--- config.mk ---
export PLATFORM = sky130hd
export DESIGN_NAME = btb_next_pc
export DESIGN_NICKNAME = d
export VERILOG_FILES = /design/src/rtl/btb_next_pc.sv
export SDC_FILE = /design/constraint.sdc
export NUM_CORES = 1
export LEC_CHECK = 0
export CORE_UTILIZATION = 30
export CTS_CLUSTER_DIAMETER = 150
export DETAILED_ROUTE_END_ITERATION = 7
export PLACE_DENSITY_LB_ADDON = 0.25
export SLEW_MARGIN = 20
export SYNTH_ARGS = -nofsm -noshare
export SYNTH_HDL_FRONTEND = slang
export SYNTH_SLANG_ARGS = --single-unit
export TNS_END_PERCENT = 100
--- constraint.sdc ---
create_clock -name clk -period 7.5 [get_ports clk]
set_clock_uncertainty 0.05 [all_clocks]
set_input_delay 0.75 -clock clk [delete_from_list [all_inputs] [get_ports clk]]
set_output_delay 0.75 -clock clk [all_outputs]
set_load 0.1 [all_outputs]
--- src/rtl/btb_next_pc.sv ---
// btb_next_pc: fetch-stage branch target buffer and next-PC selector.
// A direct-mapped BTB is looked up combinationally with PCF. A hit combined with
// PredictTaken redirects fetch to the stored target. Each prediction travels
// through D and E and is compared there with the resolved branch. A disagreement
// raises MispredictE and steers PCNextF to the corrected PC. Resolved taken
// branches write their target into the BTB.
// Optional feature: define BTB_INVALIDATE_NT_EN to make a resolved not-taken branch
// clear its matching BTB entry.
module btb_next_pc #(
    parameter int ENTRIES = 16,
    parameter int IDX_W   = $clog2(ENTRIES)
) (
    input  logic        clk,
    input  logic        reset,
    input  logic [31:0] PCF,
    input  logic        PredictTaken,
    input  logic        StallF,
    input  logic        StallD,
    input  logic        FlushD,
    input  logic        FlushE,
    input  logic        BranchE,
    input  logic        BranchTakenE,
    input  logic [31:0] BranchTargetE,
    output logic [31:0] PCNextF,
    output logic        BTBHitF,
    output logic        PredTakenF,
    output logic        MispredictE
);

    localparam int TAG_W = 32 - IDX_W - 2;

    // BTB storage
    logic [ENTRIES-1:0] valid_q, valid_d;
    logic [TAG_W-1:0]   tag_q    [ENTRIES];
    logic [31:0]        target_q [ENTRIES];

    // D-stage prediction register
    logic        d_v_q, d_pred_taken_q;
    logic [31:0] d_pred_target_q, d_pc_q;

    // E-stage prediction register
    logic        e_v_q, e_pred_taken_q;
    logic [31:0] e_pred_target_q, e_pc_q;

    logic [IDX_W-1:0] idx_f, idx_e;
    logic [TAG_W-1:0] tag_f, tag_e;
    logic [31:0]      btb_target_f;
    logic             dir_miss, tgt_miss, btb_write;

    assign idx_f        = PCF[IDX_W+1:2];
    assign tag_f        = PCF[31:IDX_W+2];
    assign idx_e        = e_pc_q[IDX_W+1:2];
    assign tag_e        = e_pc_q[31:IDX_W+2];
    assign btb_target_f = target_q[idx_f];

    assign BTBHitF    = valid_q[idx_f] && (tag_q[idx_f] == tag_f);
    assign PredTakenF = BTBHitF && PredictTaken;

    // A valid E-stage branch mispredicts on a wrong direction, or when it is taken
    // and the carried target does not match the resolved one.
    assign dir_miss    = BranchTakenE != e_pred_taken_q;
    assign tgt_miss    = BranchTakenE && (e_pred_target_q != BranchTargetE);
    assign MispredictE = BranchE && e_v_q && (dir_miss || tgt_miss);
    assign btb_write   = BranchE && e_v_q && BranchTakenE;

    // Next-PC priority: mispredict redirect, then BTB-predicted target, then sequential.
    always_comb begin
        // NOTE: every always_comb output gets a default first so no latch is inferred.
        PCNextF = PCF + 32'd4;
        if (MispredictE) begin
            PCNextF = BranchTakenE ? BranchTargetE : (e_pc_q + 32'd4);
        end else if (PredTakenF) begin
            PCNextF = btb_target_f;
        end
    end

    // Next valid bits: a taken branch sets its entry; optionally a not-taken hit clears it.
    always_comb begin
        valid_d = valid_q;
        if (btb_write) begin
            valid_d[idx_e] = 1'b1;
        end
`ifdef BTB_INVALIDATE_NT_EN
        else if (BranchE && e_v_q && !BranchTakenE && (tag_q[idx_e] == tag_e)) begin
            valid_d[idx_e] = 1'b0;
        end
`endif
    end

    // Valid bits are the only BTB state that needs reset.
    always_ff @(posedge clk or posedge reset) begin
        // NOTE: sequential state uses non-blocking assignments so all flops update together.
        if (reset) begin
            valid_q <= '0;
        end else begin
            valid_q <= valid_d;
        end
    end

    // Tag and target are written by resolved taken branches.
    // NOTE: the tag/target arrays have no reset; valid_q alone decides whether an entry is live.
    always_ff @(posedge clk) begin
        if (btb_write) begin
            tag_q[idx_e]    <= tag_e;
            target_q[idx_e] <= BranchTargetE;
        end
    end

    // F->D capture of the fetch prediction; flush beats stall.
    always_ff @(posedge clk or posedge reset) begin
        if (reset) begin
            d_v_q           <= 1'b0;
            d_pred_taken_q  <= 1'b0;
            d_pred_target_q <= '0;
            d_pc_q          <= '0;
        end else if (FlushD) begin
            d_v_q          <= 1'b0;
            d_pred_taken_q <= 1'b0;
        end else if (!(StallF || StallD)) begin
            d_v_q           <= 1'b1;
            d_pred_taken_q  <= PredTakenF;
            d_pred_target_q <= btb_target_f;
            d_pc_q          <= PCF;
        end
    end

    // D->E advance every cycle unless E is flushed.
    always_ff @(posedge clk or posedge reset) begin
        if (reset) begin
            e_v_q           <= 1'b0;
            e_pred_taken_q  <= 1'b0;
            e_pred_target_q <= '0;
            e_pc_q          <= '0;
        end else if (FlushE) begin
            e_v_q          <= 1'b0;
            e_pred_taken_q <= 1'b0;
        end else begin
            e_v_q           <= d_v_q;
            e_pred_taken_q  <= d_pred_taken_q;
            e_pred_target_q <= d_pred_target_q;
            e_pc_q          <= d_pc_q;
        end
    end

endmodule

Yosys cells after proc, flatten, opt, wreduce, memory -nomap -nowiden
Memory sizes are Yosys's and may differ from the RTL's.
Index checks and enable logic that the tools add are counted.
{ "word_totals": {"mem_bits_rw": 928, "input_bits": 73, "elab_cells": 48, "out_inout_bits": 35, "n_memories": 2, "reg_bits": 148} }
{ "classes": {"n_mux": 15, "reduce_logical": 10, "eq_ne": 4, "n_addsub": 2, "magnitude_cmp": 3, "n_bitwise": 3} }
{ "memory_table": {"columns": ["name", "words", "word_bits", "read_ports", "rd_clocked_by_memory_dff", "wr", "line", "source"], "rows": [
  ["target_q", 16, 32, 1, 0, 1, "35", "logic [31:0] target_q [ENTRIES];"],
  ["tag_q", 16, 26, 1, 0, 1, "34", "logic [TAG_W-1:0] tag_q [ENTRIES];"]
]} }
{ "ops": {"columns": ["operator", "n"], "rows": [
  ["2-to-1 mux 32 bit", 3],
  ["adder 32 x 3 -> 32 bit, second input constant", 2],
  ["!= test 32 bit", 1],
  ["equality test 26 bit", 1],
  ["bitwise OR 16 bit", 1],
  ["less-than comparator 4 x 5 -> 1 bit, second input constant", 2],
  ["2-to-1 mux 1 bit", 10],
  ["logical AND 1 bit", 7],
  ["binary-select mux 1 bit (select 4 bit)", 1],
  ["demux 1 bit (select 4 bit)", 1],
  ["greater-or-equal comparator 4 x 1 -> 1 bit, second input constant", 1],
  ["logical OR 1 bit", 2],
  ["!= test 2 bit, second input constant", 1],
  ["NOT 1 bit", 2],
  ["AND reduction 2 bit", 1],
  ["!= test 1 bit", 1]
]} }

Longest topological paths before layout
Gate-level depths: netlist of run 1.
{ "logic_depth": {"ltp_word": 6, "mapped_depth": 15, "depth_no_buf": 10} }

Least setup slack after synthesis of run 1
Ideal clock, no wire load.
{ "synth_path": {"kind": "input port to output port", "startpoint": "input port PCF[2]", "endpoint": "output port PredTakenF", "required_time_ps": 6700, "stages": 11, "setup_slack_ps": 223, "path_buffers": 3, "arrival_time_ps": 6477, "path_cell_list": "buf_4 buf_6 buf_6 mux4_2 mux2i_1 xnor2_1 a2111oi_0 a22oi_1 nand4bb_1 nor4_1 and2_1"} }
{ "synth_via": {"elab_chain_len": 4, "elab_cells_between_ends": 6, "classes_between": "eq/ne (1); mux (2); reduce/logical (2); memory (1)"} }
{ "synth_lines": {"columns": ["item", "line", "source"], "rows": [
  ["start: declaration", "15", "input logic [31:0] PCF,"],
  ["memory read (16 x 26 bit) or binary-select mux 1 bit (select 4 bit) (tied branches)", null, null],
  ["equality test 26 bit or 2-to-1 mux 1 bit (tied branches)", "56", "assign BTBHitF = valid_q[idx_f] && (tag_q[idx_f] == tag_f);"],
  ["logical AND 1 bit (*)", "56", null],
  ["named net BTBHitF", "25", "output logic BTBHitF,"],
  ["logical AND 1 bit (*)", "57", "assign PredTakenF = BTBHitF && PredictTaken;"],
  ["end: declaration", "26", "output logic PredTakenF,"]
]} }
The timed path passes the listed nets; every way through them passes the cells marked *. The select of a mux whose other input is x is not followed.

Final worst setup path of run 1
{ "layout_path": {"startpoint": "input port PCF[2]", "endpoint": "output port PCNextF[29]"} }
{ "layout_via": {"elab_chain_len": 6, "elab_cells_between_ends": 10, "classes_between": "add/sub (1); eq/ne (1); mux (4); reduce/logical (2); memory (2)"} }
{ "layout_lines": {"columns": ["item", "line", "source"], "rows": [
  ["memory read (16 x 26 bit) or binary-select mux 1 bit (select 4 bit) (tied branches)", null, null],
  ["equality test 26 bit or 2-to-1 mux 1 bit (tied branches)", "56", null],
  ["logical AND 1 bit", "56", null],
  ["logical AND 1 bit", "57", null],
  ["2-to-1 mux 32 bit (*)", "72", "end else if (PredTakenF) begin"],
  ["2-to-1 mux 32 bit (*)", "70", "if (MispredictE) begin"],
  ["end: declaration", "24", "output logic [31:0] PCNextF,"]
]} }
Every way passes the cells marked *; elsewhere a longest branch is shown, timed or not. The select of a mux whose other input is x is not followed.

==> metrics, run 1 <==
Setup violations, final=0; CTS tree=yes; number of clock sinks=1076; Core ar.=146000 µm²; Die Ht=385 µm; DRT iter0 DRCs=2647; crit start category=input port; CP cell instances=buf_8, buf_4, nand4_1, or2_2, nor3_1, nand4_1, nor3_1, xnor2_1, mux2i_1, o21ai_0, buf_12; Residual DRC=0; design area=51900 µm²; Seq/Total Area, Yosys=0.717; Slew @ Worst Pin=1.17 ns; post-synthesis cell type count=66; Critical Setup Path Class=input port to primary output; Synth Area in Compound Gates=0.0265; Synth Area in XOR/XNOR=0.0207; vias per std cell=5.18; Rel. slew slack=0.223; R2R Path Start=tag_q[5][10]; GRT Overall Usage=0.179; hold_buf cts=0; antenna-violating nets left=0; Fin Setup TNS=0 ns; Initial Utilization=0.302; CTS max path bufs=3; setup bufs post-CTS=0; Worst-path clk slew=0.06 ns; EDFF count, synth=928; endpoint type of the worst setup path=primary output; I/O pin cnt=108; Hold WS=0.392 ns; num rows=140; Worst EP arrival=5.72 ns; CTS Buf Count=114; IO Port Bufs=107; yosys warns=0; crit path time final=6.52 ns; die area=148000 µm²; worst hold path class=input port to asynchronous set/reset pin; Worst IR Drop VDD=0.204 mV; fillers=13400; Final GP Congestion=0.829; Synth area leaders=edfxtp_1, mux4_2, dfrtp_1, mux2_2, mux2i_1; slowest CP cell=nor3_1; DP HPWL=80000 µm; routed wire length=133000 µm; ys async rst share=0.138; WP data required=6.70 ns; Post-CTS Resized=0; Avg WL per Cell=29.5 µm; Mapped Area=44000 µm²; fraction of the mapped netlist area in simple logic gates=0.0344; FF-to-FF End=d_pred_taken_q; Initial DRT Pass Iterations=6; Crit. Startpoint=PCF[2]; area delta synth->final=17.9%; PwrDens=272 nW/µm²; multiplexer share of the synthesized area=0.184; depth of the CTS H-tree=3; f_max=0.153 GHz; share of cells above drive strength 1=0.272; antenna violations before repair=10; CTS Root Cell=clkbuf_16; Synth Flop Type=edfxtp_1; Post-Syn Nets=2393; status=completed; first-pass GRT wire length=186000 µm; r2r worst-path depth=10; Synth area leader=edfxtp_1; CP max stage delay=0.85 ns; Slew Viols, Final=0; largest net degree at the start of global routing=103; Post-DP Area=48000 µm²; Synth Area per Inst=19.0 µm²; Die X-Extent=385 µm; vias in the first global route=24000; Synth Area in Adders=0.00142; largest family of logic cells by synthesized area=multiplexers; clock latency on the worst-skew pair=0.70 ns; Yosys reg bits=1076; area share of the largest cell type after synthesis=0.633; Hold Fails Final Rpt=0; Vias=23400; Final Cycle Share=0.869; Pleak=0.0173 µW; layout net count=2568; worst-path maximum fanout=70; R2R Setup Slk=3.57 ns; synthesized instance count=2315; Congestion Overflow GR=0; RSZ-0062 raised after global routing=no; Max Cap Viol=0
layout make-up:
| type | instances | area [µm²] | share of cell area |
|---|---|---|---|
| flip-flops and latches | 1076 | 31600 | 0.609 |
| clock buffers | 164 | 3250 | 0.0627 |
| repair buffers | 188 | 2110 | 0.0407 |
| inverters | 19 | 78.8 | 0.00152 |
| clock inverters | 51 | 583 | 0.0112 |
| diodes | 1 | 2.50 | 0.0000482 |
| well taps | 1917 | 2400 | 0.0462 |
| multi-input cells | 1091 | 11900 | 0.229 |
Yosys cell counts, types with 23 or more instances:
library cell  number
buf_2             24
nor3_1            23
o21ai_0           48
mux4_2           227
nor2_1            42
nand3_1           34
edfxtp_1         928
mux2i_1          146
mux2_2           134
clkbuf_1          72
nand2_1          100
xnor2_1           47
a22oi_1           25
xor2_1            57
dfrtp_1          148
worst max-delay path, delay by kind of cell:
family,cells,cell delay [ns]
and+or+nand+nor,5,2.62
AOI/OAI and AO/OA,1,0.45
xor gates and xnor gates,1,0.38
muxes,1,0.16
buffers and inverters,3,1.22
state kept, by name, indices dropped and copies added (netlist names), 16 cells and up:
| name | cells |
|---|---|
| e_pc_q | 32 |
| d_pred_target_q | 32 |
| d_pc_q | 32 |
| target_q | 512 |
| e_pred_target_q | 32 |
| valid_q | 16 |
| tag_q | 416 |
power breakdown:
part           internal (µW)  leakage (µW)  switching [µW]  total (µW)
combinational            509       0.00531             775        1280
clock                   3390       0.00186            2360        5750
sequential              6840        0.0101             235        7070
placed cells by master (no fill, tap or decap), types with 30 or more instances in the layout:
| cell type | Yosys | layout |
|---|---|---|
| edfxtp_1 | 928 | 928 |
| buf_4 | 13 | 75 |
| nand3_1 | 34 | 34 |
| clkbuf_16 | 0 | 117 |
| xnor2_1 | 47 | 47 |
| o21ai_0 | 48 | 48 |
| buf_12 | 0 | 40 |
| dfrtp_1 | 148 | 148 |
| nor2_1 | 42 | 30 |
| xor2_1 | 57 | 57 |
| nand2_1 | 100 | 100 |
| mux2_2 | 134 | 134 |
| clkdlybuf4s50_1 | 0 | 66 |
| clkbuf_1 | 72 | 32 |
| mux4_2 | 227 | 227 |
| mux2i_1 | 146 | 146 |
layer usage:
metal  vias to the layer above  part of all wire  GRT usage
met5                         -           0.00055          0
met4                        10             0.025     0.0525
met3                       179             0.080     0.0455
met2                       916              0.46      0.278
met1                     12600              0.43      0.246
li1                       9665                 -          -
cells by family (layout without fill, tap and decap cells):
kind of cell	count (synthesis)	after routing
AOI/OAI and AO/OA	171	171
xor gates and xnor gates	104	104
DFF	1076	1076
and+or+nand+nor	304	304
buffers and inverters	148	422
adders and majority gates	5	5
other	0	1
muxes	507	507
stage by stage:
stage / total power [µW] / worst slack (ns) / util / instances
2_1_floorplan: 7860 / 0.223 / - / 2315
3_3_place_gp: 8440 / 1.00 / 0.330 / 4289
3_5_place_dp: 8480 / 0.933 / 0.330 / 4289
4_1_cts: 14200 / 0.936 / 0.356 / 4504
5_1_grt: 14500 / 0.778 / 0.356 / 4506
6_report: 14100 / 0.985 / 0.356 / 4507
worst max-delay path by stage:
stage | to | slack [ns] | cells after the start
finish | PCNextF[29] | 0.98 | 11
global route | PCNextF[29] | 0.78 | 11
CTS | PCNextF[29] | 0.94 | 13
detailed placement | PCNextF[24] | 0.93 | 13
global placement | PCNextF[29] | 1.00 | 13
floorplan | PredTakenF | 0.22 | 11
(Power assumes the default switching activity.)
==> run 2, diff against run 1 <==
--- a/config.mk
+++ b/config.mk
@@ -8,9 +8,9 @@
 export CORE_UTILIZATION = 30
 export CTS_CLUSTER_DIAMETER = 150
 export DETAILED_ROUTE_END_ITERATION = 7
+export MAX_ROUTING_LAYER = met4
 export PLACE_DENSITY_LB_ADDON = 0.25
 export SLEW_MARGIN = 20
 export SYNTH_ARGS = -nofsm -noshare
 export SYNTH_HDL_FRONTEND = slang
 export SYNTH_SLANG_ARGS = --single-unit
-export TNS_END_PERCENT = 100
==> run 2 against run 1 <==
  * Highest routed layer is now met4
  * Register-to-register slack lost 0.04 ns
  * Final area about the same
  * Hold slack hardly changed
  * First-iteration DRC count rose by 0.68%
  * Sequential power is essentially flat
  * Die area unchanged
  * Count of clock-buffer cells in the layout unchanged
  * Clock power barely moved
  * Critical path type unchanged
==> metrics, run 2 (same netlist as run 1, synthesis figures left out) <==
status=completed; Congestion Overflow GR=0; Total Power=14100 µW; clock latency on the worst-skew pair=0.70 ns; Slew @ Worst Pin=1.19 ns; Finished Layout Cells=4513; Worst-path clk slew=0.06 ns; first-pass GRT wire length=186000 µm; Final GP Congestion=0.841; hold_buf cts=0; Initial DRT Pass Iterations=6; Core ar.=146000 µm²; Hold WS=0.392 ns; IO Port Bufs=107; DRT iter0 DRCs=2665; die area=148000 µm²; Slew Viols, Final=0; WP data required=6.70 ns; antenna-violating nets left=0; Setup violations, final=0; FF-to-FF End=d_pred_taken_q; Die Ht=385 µm; CTS Root Cell=clkbuf_16; vias in the first global route=24000; Pleak=0.0173 µW; area delta synth->final=17.9%; most common cell after layout, fill and taps aside=edfxtp_1; share of cells above drive strength 1=0.272; crit start category=input port; depth of the CTS H-tree=3; I/O pin cnt=108; Critical Setup Path Class=input port to primary output; GRT Overall Usage=0.184; Fin Setup TNS=0 ns; CTS max path bufs=3; max reg flops=512; Rel. slew slack=0.208; most frequent cells in the layout=edfxtp_1, mux4_2, dfrtp_1; Die X-Extent=385 µm; Initial Utilization=0.302; CTS tree=yes; Max Cap Viol=0; placed insts=4289; f_max=0.153 GHz; R2R Setup Slk=3.53 ns; Residual DRC=0; Worst IR Drop VDD=0.204 mV; largest net degree at the start of global routing=103; endpoint type of the worst setup path=primary output; num rows=140; worst hold path class=input port to asynchronous set/reset pin; Avg WL per Cell=29.4 µm; vias per std cell=5.17; DP HPWL=80000 µm; RSZ-0062 raised after global routing=no; Hold Fails Final Rpt=0; Post-CTS Resized=0; Top reg by flops=target_q; layout net count=2568; Final Cycle Share=0.872; top flop regs=target_q (512), tag_q (416); antenna violations before repair=9; worst-path maximum fanout=70; Worst EP arrival=5.74 ns; setup bufs post-CTS=0; PwrDens=272 nW/µm²; crit path time final=6.54 ns; number of clock sinks=1076; routed wire length=133000 µm; r2r worst-path depth=10; Vias=23300; CTS Buf Count=114; R2R Path Start=tag_q[5][10]
-- run 2: changes by cell type in the layout (fill, tap and decap cells not counted), sizes merged --
cell   delta
diode     +6
-- run 2: how the worst max path moves through the flow --
stage / startpoint / endpoint
3_5_place_dp: PCF[4] / PCNextF[24]
5_1_grt: PCF[2] / PCNextF[29]
3_3_place_gp: PCF[4] / PCNextF[29]
4_1_cts: PCF[4] / PCNextF[29]
2_1_floorplan: PCF[2] / PredTakenF
6_report: PCF[2] / PCNextF[3]
-- run 2: where the power goes --
part           leakage [µW]  internal, µW  switching, µW
Clock               0.00186          3390           2360
Combinational       0.00531           509            776
Sequential           0.0101          6840            236
-- run 2: per-stage QoR --
| step | setup WS [ns] | util | area, µm² |
|---|---|---|---|
| floorplan | 0.223 | - | 44000 |
| finish | 0.962 | 0.356 | 51900 |
| global route | 0.737 | 0.356 | 51900 |
| CTS | 0.936 | 0.356 | 51800 |
| global placement | 1.00 | 0.330 | 48000 |
| detailed placement | 0.933 | 0.330 | 48000 |
-- run 2: layout make-up --
cell class                 count  area, µm²
timing repair buffer         188       2110
multi-input combinational   1091      11900
fill                       13400      93700
sequential                  1076      31600
antenna                        7       17.5
tap                         1917       2400
clock buffer                 164       3250
clock inverter                51        583
inverter                      19       78.8
-- run 2: per-layer routing --
metal / GRT usage / share of wire
met3: 0.0453 / 0.081
met2: 0.277 / 0.46
met4: 0.0523 / 0.025
met1: 0.247 / 0.43
met5: - / 0
-- run 2: critical path: stages --
cell and delay, ns:
buf_8 0.50, buf_4 0.42, mux4_2 0.57, nor3b_1 0.15, a2111oi_0 0.85, a22oi_1 0.45, a21oi_1 0.32, nand4_4 0.12
buf_4 0.39, mux2i_1 0.21, mux2i_1 0.51, buf_12 0.25
==> run 3, diff against run 2 <==
--- a/config.mk
+++ b/config.mk
@@ -5,11 +5,13 @@
 export SDC_FILE = /design/constraint.sdc
 export NUM_CORES = 1
 export LEC_CHECK = 0
-export CORE_UTILIZATION = 30
+export CELL_PAD_IN_SITES_DETAIL_PLACEMENT = 0
+export CELL_PAD_IN_SITES_GLOBAL_PLACEMENT = 1
+export CORE_UTILIZATION = 40
 export CTS_CLUSTER_DIAMETER = 150
 export DETAILED_ROUTE_END_ITERATION = 7
 export MAX_ROUTING_LAYER = met4
-export PLACE_DENSITY_LB_ADDON = 0.25
+export PLACE_DENSITY = 0.67
 export SLEW_MARGIN = 20
 export SYNTH_ARGS = -nofsm -noshare
 export SYNTH_HDL_FRONTEND = slang
==> run 3 against run 2 <==
  * Critical path depth shrank 3
  * Final area shrank 2.6%
  * Sequential power is essentially flat
  * Highest routed layer unchanged
==> metrics, run 3 (same netlist as run 1, synthesis figures left out) <==
status=completed; worst hold path class=flop to flop; vias in the first global route=23700; Worst-path clk slew=0.06 ns; endpoint type of the worst setup path=primary output; multi-input logic area=11900 µm²; Max Cap Viol=0; Top reg by flops=target_q; layout net count=2557; Fin Setup TNS=0 ns; Total Power=13800 µW; final cell utilization of the core=0.464; f_max=0.157 GHz; most frequent cells in the layout=edfxtp_1, mux4_2, dfrtp_1; hold_buf cts=0; number of clock sinks=1076; first-pass GRT wire length=176000 µm; Post-CTS Resized=0; crit path time final=6.36 ns; Initial DRT Pass Iterations=6; share of cells above drive strength 1=0.265; Pleak=0.0170 µW; CP cell instances=clkdlybuf4s50_1, xor2_1, nor4_1, nand4_1, nor4_1, a21oi_4, buf_4, o21ai_0, buf_4; most common cell after layout, fill and taps aside=edfxtp_1; depth of the CTS H-tree=3; top flop regs=target_q (512), tag_q (416); Post-DP Area=46900 µm²; design area=50500 µm²; num rows=121; I/O pin cnt=108; DP HPWL=73300 µm; Rel. slew slack=0.255; routed wire length=124000 µm; CTS tree=yes; GRT Overall Usage=0.229; CP max stage delay=0.90 ns; Die X-Extent=334 µm; Residual DRC=0; Die Ht=334 µm; CTS Root Cell=clkbuf_16; PwrDens=272 nW/µm²; area delta synth->final=14.9%; Initial Utilization=0.404; register area=31600 µm²; vias per std cell=5.86; Hold WS=0.420 ns; Avg WL per Cell=31.1 µm; Core ar.=109000 µm²; max reg flops=512; Congestion Overflow GR=0; Final GP Congestion=0.884; Worst IR Drop VDD=0.188 mV; WP data required=6.70 ns; Setup violations, final=0; antenna-violating nets left=0; Final Cycle Share=0.848; Critical Setup Path Class=input port to primary output; slowest CP cell=nor4_1; RSZ-0062 raised after global routing=no; crit start category=input port; largest net degree at the start of global routing=100; fillers=9076; Hold Fails Final Rpt=0; die area=111000 µm²; CTS max path bufs=3; DRT iter0 DRCs=2736; Slew Viols, Final=0; antenna violations before repair=2; IO Port Bufs=107; worst-path maximum fanout=31; setup bufs post-CTS=0; Slew @ Worst Pin=1.12 ns; CTS Buf Count=108; clock latency on the worst-skew pair=0.70 ns; Worst EP arrival=5.56 ns; Vias=23400
[run 3: cell types whose count changed in the layout (fill, tap and decap cells not counted), sizes merged, moves of 5 or more]
cell,delta
clkbuf,-26
clkinv,+21
buf,-6
clkinvlp,-6
diode,-5
[run 3: path summary, 6_finish.rpt]
check | start | to | slack (ns) | cells after the start
min | valid_q[10] | valid_q[10] | 0.42 | 1
max | BranchTargetE[11] | PCNextF[30] | 1.14 | 9
max reg2reg | tag_q[5][10] | d_pred_taken_q | 3.44 | 10
max in group asynchronous | reset | d_pred_target_q[24] | 5.52 | 3
min reg2reg | valid_q[10] | valid_q[10] | 0.42 | 1
min in group asynchronous | reset | e_pc_q[8] | 0.57 | 2
[run 3: worst max-delay path, delay by kind of cell]
family,cells,cell delay [ns]
AND/OR/NAND/NOR,3,1.84
AO/OA/AOI/OAI,2,1.13
XOR/XNOR,1,0.29
buffers and inverters,3,1.53
[run 3: through the flow]
| stage | instances | worst slack (ns) |
|---|---|---|
| after global routing | 3990 | 1.12 |
| after floorplan | 2315 | 0.223 |
| after global placement | 3781 | 1.26 |
| after detailed placement | 3782 | 1.20 |
| after CTS | 3987 | 1.18 |
| final | 3990 | 1.14 |
[run 3: area by class of cell]
| cell class | instances | area share |
|---|---|---|
| sequential | 1076 | 0.625 |
| multi-input combinational | 1091 | 0.235 |
| clock buffer | 138 | 0.0575 |
| tap | 1414 | 0.0350 |
| timing repair buffer | 183 | 0.0328 |
| clock inverter | 67 | 0.0136 |
| inverter | 19 | 0.00153 |
| antenna | 2 | 0.0000990 |
[run 3: power by group]
| part | leakage, µW | internal (µW) | total (µW) | switching, µW |
|---|---|---|---|---|
| clock network | 0.00176 | 3160 | 5450 | 2290 |
| logic | 0.00514 | 473 | 1210 | 736 |
| registers | 0.0101 | 6840 | 7110 | 267 |
| total | 0.0170 | 10500 | 13800 | 3300 |
[run 3: layer usage]
| metal | share of wire | GRT usage |
|---|---|---|
| met1 | 0.43 | 0.317 |
| met2 | 0.48 | 0.358 |
| met3 | 0.069 | 0.0333 |
| met4 | 0.020 | 0.0567 |
| met5 | 0 | - |
